==> config.mk <==
export PLATFORM = sky130hd
export DESIGN_NAME = golay_splusi_search
export DESIGN_NICKNAME = d
export VERILOG_FILES = /design/src/rtl/golay_splusi_search.sv
export SDC_FILE = /design/constraint.sdc
export NUM_CORES = 1
export LEC_CHECK = 0
export ABC_AREA = 1
export ABC_CLOCK_PERIOD_IN_PS = 4660
export CAP_MARGIN = 20
export CORE_UTILIZATION = 59
export DETAILED_ROUTE_END_ITERATION = 7
export PLACE_DENSITY = 0.77
export SLEW_MARGIN = 10
export SYNTH_ARGS = -nofsm -noshare
export SYNTH_HDL_FRONTEND = slang
export SYNTH_SLANG_ARGS = --single-unit
==> constraint.sdc <==
create_clock -name CLK -period 4.66 [get_ports CLK]
set_clock_uncertainty 0.1 [all_clocks]
set_input_delay 1.398 -clock CLK [delete_from_list [all_inputs] [get_ports CLK]]
set_output_delay 1.398 -clock CLK [all_outputs]
set_load 0.02 [all_outputs]
==> src/rtl/golay_splusi_search.sv <==
// S-plus-B-row search stage of the Golay PROM ECC decoder: finds the lowest-index
// parity row (or S itself) whose XOR with the syndrome is light enough to be an error pattern.
module golay_splusi_search #(
  parameter int              K         = 12,
  parameter logic [K*K-1:0]  B_ROWS    = {12'h7FF, 12'hEE2, 12'hDC5, 12'hB8B,
                                          12'hF16, 12'hE2D, 12'hC5B, 12'h8B7,
                                          12'h96E, 12'hADC, 12'hDB8, 12'hB71},
  parameter int              WMAX      = 2,
  parameter int              WMAX_S    = 3,
  parameter bit              INCLUDE_S = 1'b1,
  parameter int              CW        = 16
) (
  input  logic                     CLK,
  input  logic                     RST_N,
  input  logic                     IN_VALID,
  output logic                     IN_READY,
  input  logic [K-1:0]             S,
  output logic                     OUT_VALID,
  input  logic                     OUT_READY,
  output logic [2*K-1:0]           E,
  output logic                     FOUND,
  output logic [$clog2(K+2)-1:0]   IDX,
  input  logic                     CNT_CLR,
  output logic [CW-1:0]            CNT_SRCH,
  output logic [CW-1:0]            CNT_HIT
);

  localparam int IW = $clog2(K+2);
  localparam int PW = $clog2(K+1);

  // Handshake: a word moves across an interface only on a cycle where VALID and READY
  // are both high. The whole pipe advances together whenever the output register is
  // empty or being drained, so IN_READY is that advance term and bubbles are never squeezed.
  logic adv;
  assign adv      = !OUT_VALID || OUT_READY;
  assign IN_READY = adv;

  function automatic logic [PW-1:0] popcnt(input logic [K-1:0] v);
    logic [PW-1:0] c;
    c = '0;
    for (int i = 0; i < K; i++) c = c + PW'(v[i]);
    return c;
  endfunction

  // Row 1 lives in the most significant K bits of B_ROWS.
  function automatic logic [K-1:0] brow(input int i);
    return B_ROWS[K*K-1-i*K -: K];
  endfunction

  logic           p1_valid;
  logic [K-1:0]   p1_s;
  logic [K-1:0]   p1_x [K];

  logic           p2_valid;
  logic [K-1:0]   p2_s;
  logic [K-1:0]   p2_x [K];
  logic [K-1:0]   p2_hit;
  logic           p2_s_hit;

  always_ff @(posedge CLK or negedge RST_N) begin
    if (!RST_N) begin
      p1_valid <= 1'b0;
      p1_s     <= '0;
      for (int i = 0; i < K; i++) p1_x[i] <= '0;
    end else if (adv) begin
      p1_valid <= IN_VALID;
      p1_s     <= S;
      for (int i = 0; i < K; i++) p1_x[i] <= S ^ brow(i);
    end
  end

  always_ff @(posedge CLK or negedge RST_N) begin
    if (!RST_N) begin
      p2_valid <= 1'b0;
      p2_s     <= '0;
      p2_hit   <= '0;
      p2_s_hit <= 1'b0;
      for (int i = 0; i < K; i++) p2_x[i] <= '0;
    end else if (adv) begin
      p2_valid <= p1_valid;
      p2_s     <= p1_s;
      p2_s_hit <= INCLUDE_S && (popcnt(p1_s) <= PW'(WMAX_S));
      for (int i = 0; i < K; i++) begin
        p2_x[i]   <= p1_x[i];
        p2_hit[i] <= popcnt(p1_x[i]) <= PW'(WMAX);
      end
    end
  end

  logic [2*K-1:0] sel_e;
  logic           sel_found;
  logic [IW-1:0]  sel_idx;
  logic [K-1:0]   unit_v;

  // Walk from row K down to row 1 so the lowest-index hit is the last one written; S overrides all.
  always_comb begin
    sel_e     = '1;
    sel_found = 1'b0;
    sel_idx   = '1;
    unit_v    = '0;
    for (int i = K-1; i >= 0; i--) begin
      if (p2_hit[i]) begin
        unit_v          = '0;
        unit_v[K-1-i]   = 1'b1;
        sel_e           = {p2_x[i], unit_v};
        sel_found       = 1'b1;
        sel_idx         = IW'(i+1);
      end
    end
    if (p2_s_hit) begin
      sel_e     = {p2_s, {K{1'b0}}};
      sel_found = 1'b1;
      sel_idx   = '0;
    end
  end

  always_ff @(posedge CLK or negedge RST_N) begin
    if (!RST_N) begin
      OUT_VALID <= 1'b0;
      E         <= '1;
      FOUND     <= 1'b0;
      IDX       <= '1;
    end else if (adv) begin
      OUT_VALID <= p2_valid;
      if (p2_valid) begin
        E     <= sel_e;
        FOUND <= sel_found;
        IDX   <= sel_idx;
      end
    end
  end

  logic xfer;
  assign xfer = OUT_VALID && OUT_READY;

  always_ff @(posedge CLK or negedge RST_N) begin
    if (!RST_N) begin
      CNT_SRCH <= '0;
      CNT_HIT  <= '0;
    end else if (CNT_CLR) begin
      CNT_SRCH <= '0;
      CNT_HIT  <= '0;
    end else if (xfer) begin
      if (CNT_SRCH != '1) CNT_SRCH <= CNT_SRCH + 1'b1;
      if (FOUND && (CNT_HIT != '1)) CNT_HIT <= CNT_HIT + 1'b1;
    end
  end

endmodule

After elaboration in Yosys (flattened, before gate mapping):

Index checks and enable logic that the tools add are counted.

* eq/ne operators: 2
* bitwise operators: 12
* add/subtract/negate cells: 145
* reductions and logical operators: 10
* muxes and demuxes: 45
* $lt $le $gt $ge: 13

Operator list (count)
* $add A4 B1 Y4: 104
* $mux W24: 13
* $mux W16: 6
* $not A7 Y7: 11
* $add A3 B1 Y4: 13
* $le A4 B2 Y1 const B: 13
* $mux W4: 12
* $add A2 B1 Y3: 13
* $add A16 B1 Y16 const B: 2
* $ne A16 B16 Y1 const B: 2
* $add A1 B1 Y2: 13
* $mux W1: 13
* $not A11 Y11: 1
* $reduce_and A2 Y1: 3
* $reduce_bool A2 Y1: 3
* $logic_and A1 B1 Y1: 2
* $mux W2: 1
* $logic_not A1 Y1: 1
* $logic_or A1 B1 Y1: 1

* output and inout bits: 63
* input bits: 17
* word-level logic and storage cells: 263
* register bits after elaboration: 389

Depth between registers and ports, before layout:

Gate-level depths: netlist (run 1).

* word-level depth: 13
* mapped depth: 15
* gate-level depth less buffers: 15

Worst setup path after synthesis (run 1):

No wires, ideal clock.

* path kind: register -> register
* start: register, netlist name p1_s[7]
* end: register p2_hit[5]
* arrival time: 3.651 ns
* required time: 4.475 ns
* cell stages (with the launch flop): 16
* period minus slack after synthesis: 3.836 ns
* buffers on the path: 0
* path slack: 0.824 ns
* cell sequence: dfrtp_1 -> inv_1 -> fa_1 -> inv_1 -> fa_1 -> inv_1 -> fa_1 -> fa_1 -> inv_1 -> ha_1 -> inv_1 -> fa_1 -> a211o_1 -> a21oi_1 -> o21ai_0 -> o22ai_1

RTL lines
* to (signal, indexed assignment): line 85 `p2_hit[i] <= popcnt(p1_x[i]) <= PW'(WMAX);`
* to (decl): line 57 `logic [K-1:0] p2_hit;`

Worst setup path in the final report (run 1):

* start: register p1_x[132] (netlist name)
* end: register p2_hit[0]

* longest elaborated chain between the ends: 12

Ends and longest elaborated chain
* from (decl): line 52 `logic [K-1:0] p1_x [K];`
* $add A1 B1 Y2: line 41 `for (int i = 0; i < K; i++) c = c + PW'(v[i]);`
* $add A2 B1 Y3: line 41
* $add A3 B1 Y4: line 41
* $add A4 B1 Y4 (8 in series): line 41
* $le A4 B2 Y1: line 85

No other way between the ends.
A chain may end at the register's enable or synchronous reset.

==> results of run 1 <==
[area by class of cell]
type	count	area, sq um	share of cell area (%)
clock buffer	25	485	4.47
clock inverter	7	110	1.01
inverter	203	762	7.01
multi-input combinational	725	5210	47.9
sequential	125	3160	29.1
tap	211	264	2.43
timing repair buffer	89	876	8.06
[cells by family (layout without fill, tap and decap cells)]
logic type                 Yosys count  in the layout  share of synthesized area [%]
and+or+nand+nor                    385            385                           17.6
buffers and inverters              235            324                           9.81
AOI/OAI and AO/OA                  188            188                           12.3
adders and majority gates          133            133                           24.4
DFF                                125            125                           34.1
xor gates and xnor gates            19             19                           1.79
[worst max-delay path by stage]
stage                                     start               endpoint  slack, ns  depth (start not counted)
final                     p1_x[132]$_DFFE_PN0N_  p2_hit[0]$_DFFE_PN0N_       0.46                         15
after global routing      p1_x[132]$_DFFE_PN0N_  p2_hit[2]$_DFFE_PN0N_       0.27                         15
after CTS                             OUT_READY               IN_READY       0.48                          4
after detailed placement              OUT_READY               IN_READY       0.49                          4
after global placement                OUT_READY               IN_READY       0.47                          4
after floorplan             p1_s[7]$_DFFE_PN0N_  p2_hit[5]$_DFFE_PN0N_       0.82                         15
[cell usage after synthesis, types with 2 or more instances]
| cell type | n | area [sq um] |
|---|---|---|
| sky130_fd_sc_hd__fa_1 | 80 | 1600 |
| sky130_fd_sc_hd__nor2_1 | 81 | 304 |
| sky130_fd_sc_hd__nand4_1 | 9 | 56.3 |
| sky130_fd_sc_hd__or2_2 | 2 | 12.5 |
| sky130_fd_sc_hd__a21oi_1 | 34 | 170 |
| sky130_fd_sc_hd__nand3_2 | 2 | 20.0 |
| sky130_fd_sc_hd__o2111ai_1 | 7 | 61.3 |
| sky130_fd_sc_hd__inv_1 | 190 | 713 |
| sky130_fd_sc_hd__clkbuf_1 | 14 | 52.6 |
| sky130_fd_sc_hd__o21ai_1 | 20 | 100 |
| sky130_fd_sc_hd__o31ai_1 | 13 | 97.6 |
| sky130_fd_sc_hd__nand3b_1 | 2 | 15.0 |
| sky130_fd_sc_hd__inv_2 | 13 | 48.8 |
| sky130_fd_sc_hd__nor3_2 | 4 | 40.0 |
| sky130_fd_sc_hd__o21a_1 | 9 | 67.6 |
| sky130_fd_sc_hd__a211o_1 | 11 | 96.3 |
| sky130_fd_sc_hd__o21ai_0 | 65 | 325 |
| sky130_fd_sc_hd__ha_1 | 53 | 663 |
| sky130_fd_sc_hd__o211ai_1 | 4 | 30.0 |
| sky130_fd_sc_hd__o21bai_1 | 3 | 22.5 |
| sky130_fd_sc_hd__buf_1 | 3 | 11.3 |
| sky130_fd_sc_hd__dfrtp_1 | 97 | 2430 |
| sky130_fd_sc_hd__o21ai_2 | 6 | 52.6 |
| sky130_fd_sc_hd__a31oi_1 | 2 | 12.5 |
| sky130_fd_sc_hd__a21boi_0 | 2 | 15.0 |
| sky130_fd_sc_hd__nand2_2 | 3 | 18.8 |
| sky130_fd_sc_hd__nand2_1 | 223 | 837 |
| sky130_fd_sc_hd__nand3_1 | 38 | 190 |
| sky130_fd_sc_hd__o22ai_1 | 5 | 31.3 |
| sky130_fd_sc_hd__xnor2_1 | 2 | 17.5 |
| sky130_fd_sc_hd__nor3_1 | 12 | 60.1 |
| sky130_fd_sc_hd__buf_2 | 13 | 65.1 |
| sky130_fd_sc_hd__dfstp_2 | 28 | 736 |
| sky130_fd_sc_hd__nor2_2 | 5 | 31.3 |
| sky130_fd_sc_hd__xor2_1 | 17 | 149 |
[tightest hold or removal path, cell delays in order (launching register included)]
cell                      delay, ns
sky130_fd_sc_hd__dfstp_2       0.36
sky130_fd_sc_hd__nand2_1       0.05
sky130_fd_sc_hd__nand2_1       0.05
[per-stage QoR]
step	hold slack [ns]	std cells	utilization, %	cell area [sq um]	setup WS [ns]
finish	0.365	1385	71.3	10900	0.455
global route	0.380	1385	71.3	10900	0.275
CTS	0.367	1385	71.3	10900	0.478
detailed placement	0.357	1353	67.3	10300	0.487
global placement	0.357	1353	67.3	10300	0.470
floorplan	0.342	1085	-	9280	0.824
[registers in the layout, summed over array words and instances (netlist names)]
| name | count |
|---|---|
| FOUND | 1 |
| p1_valid | 1 |
| p2_valid | 1 |
| p2_s | 12 |
| E | 24 |
| IDX | 4 |
| p2_hit | 12 |
| CNT_HIT | 16 |
| p2_x | 12 |
| CNT_SRCH | 16 |
| p1_s | 12 |
| p2_s_hit | 1 |
| OUT_VALID | 1 |
| p1_x | 12 |
[per-layer routing]
layer / GRT usage (%) / up-vias / part of all wire (%)
li1: - / 3600 / -
met1: 42.3 / 3673 / 45
met2: 47.9 / 248 / 47
met3: 7.04 / 33 / 6.1
met4: 9.31 / 0 / 1.7
met5: 0 / - / 0
[placed cells by master, fill, tap and decap left out, types with 3 or more instances in the layout]
cell / count
sky130_fd_sc_hd__o211ai_1: 4
sky130_fd_sc_hd__ha_1: 53
sky130_fd_sc_hd__nand3_1: 38
sky130_fd_sc_hd__nand4_1: 9
sky130_fd_sc_hd__bufinv_16: 3
sky130_fd_sc_hd__dfstp_2: 28
sky130_fd_sc_hd__nor2_2: 5
sky130_fd_sc_hd__inv_2: 13
sky130_fd_sc_hd__o2111ai_1: 7
sky130_fd_sc_hd__xor2_1: 17
sky130_fd_sc_hd__nor3_2: 4
sky130_fd_sc_hd__fa_1: 80
sky130_fd_sc_hd__clkbuf_16: 17
sky130_fd_sc_hd__nor2_1: 80
sky130_fd_sc_hd__clkbuf_1: 5
sky130_fd_sc_hd__o21ai_2: 6
sky130_fd_sc_hd__clkinv_2: 4
sky130_fd_sc_hd__o21ai_1: 20
sky130_fd_sc_hd__clkbuf_8: 3
sky130_fd_sc_hd__clkdlybuf4s50_1: 78
sky130_fd_sc_hd__nand2_2: 3
sky130_fd_sc_hd__nor3_1: 12
sky130_fd_sc_hd__o31ai_1: 13
sky130_fd_sc_hd__o21bai_1: 3
sky130_fd_sc_hd__a21oi_1: 34
sky130_fd_sc_hd__o21a_1: 9
sky130_fd_sc_hd__a211o_1: 11
sky130_fd_sc_hd__inv_1: 190
sky130_fd_sc_hd__o22ai_1: 5
sky130_fd_sc_hd__dfrtp_1: 97
sky130_fd_sc_hd__nand2_1: 223
sky130_fd_sc_hd__o21ai_0: 65
sky130_fd_sc_hd__buf_4: 10
==> flow_summary.json, run 1 <==
{
  "die_span_y_um": 127,
  "worst_path_dominant_cell_family": "adder cells",
  "worst_hold_path.num_cells": 2,
  "gp_congestion": 0.953,
  "ys_ff_latch": 125,
  "numPortBuffers": 79,
  "antenna_violating_nets_post_route": 0,
  "area_delta_synth_final_pct": 17.2,
  "cap_viol_max_count": 0,
  "start_util_pct": 60.8,
  "hold_ep": "E[19]$_DFFE_PN1P_",
  "cts_made_buffers": 17,
  "antenna_found_initial": 0,
  "fp.coreArea_sq_um": 15300,
  "seq_area_frac_synth_pct": 34.1,
  "finalWorstPathRequiredPeriod_ns": 4.20,
  "drt_drc_violations_left": 0,
  "cp_bufs_invs": 5,
  "routed-via-count": 7554,
  "timing.critical_path.arrival_ns": 4.45,
  "dp_hpwl_um": 16700,
  "bufs_on_longest_clock_path": 2,
  "first_drt_iteration_drcs": 575,
  "hp-class": "flip-flop to flip-flop",
  "detail_route.wl_per_cell_um": 16.1,
  "grt_pass1_wl_um": 37400,
  "netlist_instances": 1085,
  "worst_hold_startpoint": "E[19]$_DFFE_PN1P_",
  "tightestPinTransition_ns": 0.852,
  "setup.worst_path.class": "flip-flop to flip-flop",
  "fillerInstances": 1141,
  "asyncSetResetFlopFracSynth_pct": 100,
  "timing_hold_violations_final": 0,
  "antenna-diode-count": 0,
  "cts-resized-gates": 0,
  "grt_start_max_net_pins": 59,
  "drt_pre_antenna_iters": 5,
  "clk_latency_ns": 0.42,
  "average_footprint_of_a_synthesized_cell_sq_um": 8.55,
  "fp.dieArea_sq_um": 16200,
  "cts_tree": "yes",
  "crit_path_start_kind": "flip-flop",
  "std_cell_rows": 45,
  "syn-num-nets": 1235,
  "max-slew-margin-rel_pct": 43.2,
  "reg2reg_slack_ns": 0.46,
  "cts.htree.levels": 4,
  "run_status": "complete, no violations",
  "yosys.cell_types.count": 48,
  "clk_transition_reported_paths_ns": 0.05,
  "number_of_buffers_inserted_for_hold_repair_after_clock_tree_synthesis": 0,
  "synth-edff-count": 0,
  "unrepaired_setup_endpoints_after_global_routing": "no",
  "cts_sinks": 125,
  "crit_path_max_fanout": 4,
  "cell_area_after_technology_mapping_sq_um": 9280,
  "final-max-slew-violation-count": 0,
  "synthesis.yosys.warnings": 0,
  "final.setup.tns_ns": 0,
  "postCtsSetupRepairBufs": 0,
  "cts_root_buf": "sky130_fd_sc_hd__clkbuf_16",
  "crit_path_max_incr_delay_ns": 0.62,
  "worstPathRequired_ns": 4.90,
  "timing.rr.end": "p2_hit[0]$_DFFE_PN0N_",
  "postSynth.topFlopCell": "sky130_fd_sc_hd__dfrtp_1",
  "fin_nets": 1311,
  "via_count_of_the_first_global_routing_pass": 7318,
  "routed_via_density": 5.45,
  "groute.usage.overall_pct": 30.5,
  "worstPathCellList": "inv_1, fa_1, inv_1, fa_1, inv_1, fa_1, fa_1, inv_1, ha_1, inv_1, fa_1, a211o_1, nand2_1, o211ai_1, o22ai_1",
  "floorplan.die.width_um": 127,
  "layout-drive-gt1-share_pct": 9.03,
  "r2r_start": "p1_x[132]$_DFFE_PN0N_",
  "finalSetupViolCount": 0,
  "critical_path.slowest_cell": "sky130_fd_sc_hd__fa_1",
  "setup.worst_path.end_class": "flip-flop",
  "highest_clock_frequency_the_design_can_meet_mhz": 238,
  "rr_worst_depth": 15,
  "boundaryPins": 80,
  "grt_remaining_overflow": 0,
  "drt-total-wl_um": 22400,
  "share_of_the_clock_period_used_by_the_worst_path_after_layout_pct": 90.2
}
Power of run 1 is left out: the tool's default activity adds up to more than one toggle a clock period on the data nets, which glitch-free logic cannot reach.
==> run 2: changes to the inputs <==
--- a/config.mk
+++ b/config.mk
@@ -7,7 +7,7 @@
 export LEC_CHECK = 0
 export ABC_AREA = 1
 export ABC_CLOCK_PERIOD_IN_PS = 4660
-export CAP_MARGIN = 20
+export CAP_MARGIN = 40
 export CORE_UTILIZATION = 59
 export DETAILED_ROUTE_END_ITERATION = 7
 export PLACE_DENSITY = 0.77
==> run 2 against run 1 <==
Against the previous run: register-to-register slack is essentially flat; sequential share of layout area shrank 0.17 points; maximum frequency shrank 0.16%; critical path depth is the same; core utilization grew 0.42 points; count of clock-buffer cells in the layout grew 1; flip-flop and latch count is the same; cell area grew 0.59%.
==> flow_summary.json, run 2 (same netlist as run 1, synthesis figures left out) <==
{
  "run_status": "complete, no violations",
  "cts_sinks": 125,
  "groute.usage.overall_pct": 30.6,
  "unrepaired_setup_endpoints_after_global_routing": "no",
  "cp-startpoint": "p1_s[7]$_DFFE_PN0N_",
  "top_signal_layer_used": "met4",
  "setup.worst_path.end_class": "flip-flop",
  "via_count_of_the_first_global_routing_pass": 7448,
  "worstPathRequired_ns": 4.90,
  "max-slew-margin-rel_pct": 55.8,
  "highest_clock_frequency_the_design_can_meet_mhz": 237,
  "final-max-slew-violation-count": 0,
  "floorplan.die.width_um": 127,
  "worst_hold_slack_ns": 0.365,
  "largest_register_ff_count": 24,
  "drt_pre_antenna_iters": 5,
  "critical_path.slowest_cell": "sky130_fd_sc_hd__fa_1",
  "rr_worst_depth": 15,
  "cap_viol_max_count": 0,
  "largest-register": "E",
  "final.setup.tns_ns": 0,
  "cts.htree.levels": 4,
  "place_worst_setup_slack_ns": 0.484,
  "bufs_on_longest_clock_path": 2,
  "fp.dieArea_sq_um": 16200,
  "numPortBuffers": 79,
  "top_library_cells_by_usage_in_the_layout_fill_and_taps_aside": "sky130_fd_sc_hd__nand2_1, sky130_fd_sc_hd__inv_1, sky130_fd_sc_hd__dfrtp_1",
  "reg.largest.list": "E x24, CNT_HIT x16, CNT_SRCH x16",
  "worst_path_dominant_cell_family": "adder cells",
  "cts_tree": "yes",
  "drt-total-wl_um": 22500,
  "clk_latency_ns": 0.43,
  "routed-via-count": 7557,
  "drt_drc_violations_left": 0,
  "grt_start_max_net_pins": 59,
  "routed_via_density": 5.45,
  "std_cell_rows": 45,
  "finalSetupViolCount": 0,
  "start_util_pct": 60.8,
  "antenna_violating_nets_post_route": 0,
  "finalWorstPathRequiredPeriod_ns": 4.21,
  "timing.critical_path.arrival_ns": 4.45,
  "cts_made_buffers": 17,
  "hp-class": "flip-flop to flip-flop",
  "fp.coreArea_sq_um": 15300,
  "grt_remaining_overflow": 0,
  "die_span_y_um": 127,
  "timing_hold_violations_final": 0,
  "wire_length_on_met3_um": 1310,
  "endpoint": "p2_hit[5]$_DFFE_PN0N_",
  "layout-drive-gt1-share_pct": 9.11,
  "fin_nets": 1312,
  "number_of_buffers_inserted_for_hold_repair_after_clock_tree_synthesis": 0,
  "crit_path_start_kind": "flip-flop",
  "tightestPinTransition_ns": 0.662,
  "reg2reg_slack_ns": 0.45,
  "cp_bufs_invs": 5,
  "clk_transition_reported_paths_ns": 0.06,
  "met1Wirelength_um": 10100,
  "detail_route.wl_per_cell_um": 16.2,
  "antenna_found_initial": 1,
  "postCtsSetupRepairBufs": 0,
  "worstPathCellList": "inv_1, fa_1, inv_1, fa_1, inv_1, fa_1, fa_1, inv_1, ha_1, inv_1, fa_1, a211o_1, a21oi_1, o21ai_0, o22ai_1",
  "setup.worst_path.class": "flip-flop to flip-flop",
  "first_drt_iteration_drcs": 621,
  "cts_root_buf": "sky130_fd_sc_hd__clkbuf_16",
  "boundaryPins": 80,
  "cts-resized-gates": 0,
  "crit_path_max_incr_delay_ns": 0.60,
  "area_delta_synth_final_pct": 17.9,
  "timing.rr.end": "p2_hit[5]$_DFFE_PN0N_",
  "fillerInstances": 1160,
  "grt_pass1_wl_um": 37700,
  "r2r_start": "p1_s[7]$_DFFE_PN0N_",
  "dr_wl_met2_um": 10600,
  "crit_path_max_fanout": 4,
  "layout_commonest_cell": "sky130_fd_sc_hd__nand2_1",
  "cp_num_cells": 15,
  "gp_congestion": 0.953,
  "dp_hpwl_um": 16800,
  "share_of_the_clock_period_used_by_the_worst_path_after_layout_pct": 90.4,
  "post-route-worst-setup-slack_ns": 0.449
}
==> run 2: cell count changes in the layout (fill, tap and decap cells not counted) <==
| cell | before | now |
|---|---|---|
| sky130_fd_sc_hd__clkbuf_8 | 3 | 4 |
| sky130_fd_sc_hd__diode_2 | 0 | 1 |
| sky130_fd_sc_hd__buf_16 | 0 | 1 |
| sky130_fd_sc_hd__clkinv_2 | 4 | 2 |
| sky130_fd_sc_hd__bufinv_16 | 3 | 4 |
==> run 2: how the worst min path moves through the flow <==
stage | start | endpoint | slack, ns | cells after the start
after floorplan | p2_valid$_DFFE_PN0N_ | OUT_VALID$_DFFE_PN0N_ | 0.34 | 2
after global placement | E[1]$_DFFE_PN1P_ | E[1]$_DFFE_PN1P_ | 0.36 | 2
after detailed placement | E[23]$_DFFE_PN1P_ | E[23]$_DFFE_PN1P_ | 0.36 | 2
after CTS | E[15]$_DFFE_PN1P_ | E[15]$_DFFE_PN1P_ | 0.37 | 2
after global routing | E[1]$_DFFE_PN1P_ | E[1]$_DFFE_PN1P_ | 0.38 | 2
final | E[19]$_DFFE_PN1P_ | E[19]$_DFFE_PN1P_ | 0.36 | 2
==> run 2: layout make-up <==
| type | count | area (sq um) | area share, % |
|---|---|---|---|
| multi-input cells | 725 | 5210 | 47.7 |
| flip-flops and latches | 125 | 3160 | 28.9 |
| repair buffers | 90 | 903 | 8.26 |
| inverters | 203 | 762 | 6.97 |
| clock buffers | 26 | 499 | 4.57 |
| well taps | 211 | 264 | 2.41 |
| clock inverters | 6 | 130 | 1.19 |
| diodes | 1 | 2.50 | 0.0229 |
==> run 2: metrics by stage <==
stage	util, %	instance area (sq um)	cells
floorplan	-	9280	1085
global placement	67.3	10300	1353
detailed placement	67.5	10300	1354
CTS	71.7	10900	1386
global route	71.7	10900	1386
finish	71.7	10900	1387
==> run 2: worst min-delay path: cells and delay by family, from the launching register on <==
kind          cells  cell delay, ns
simple gates      2            0.10
flops             1            0.36
==> run 2: routing by layer <==
metal	track usage (%)	up-vias
li1	-	3603
met1	42.3	3663
met2	48.0	248
met3	7.16	43
met4	10.2	0
met5	0	-
Power of run 2 is left out for the same reason.
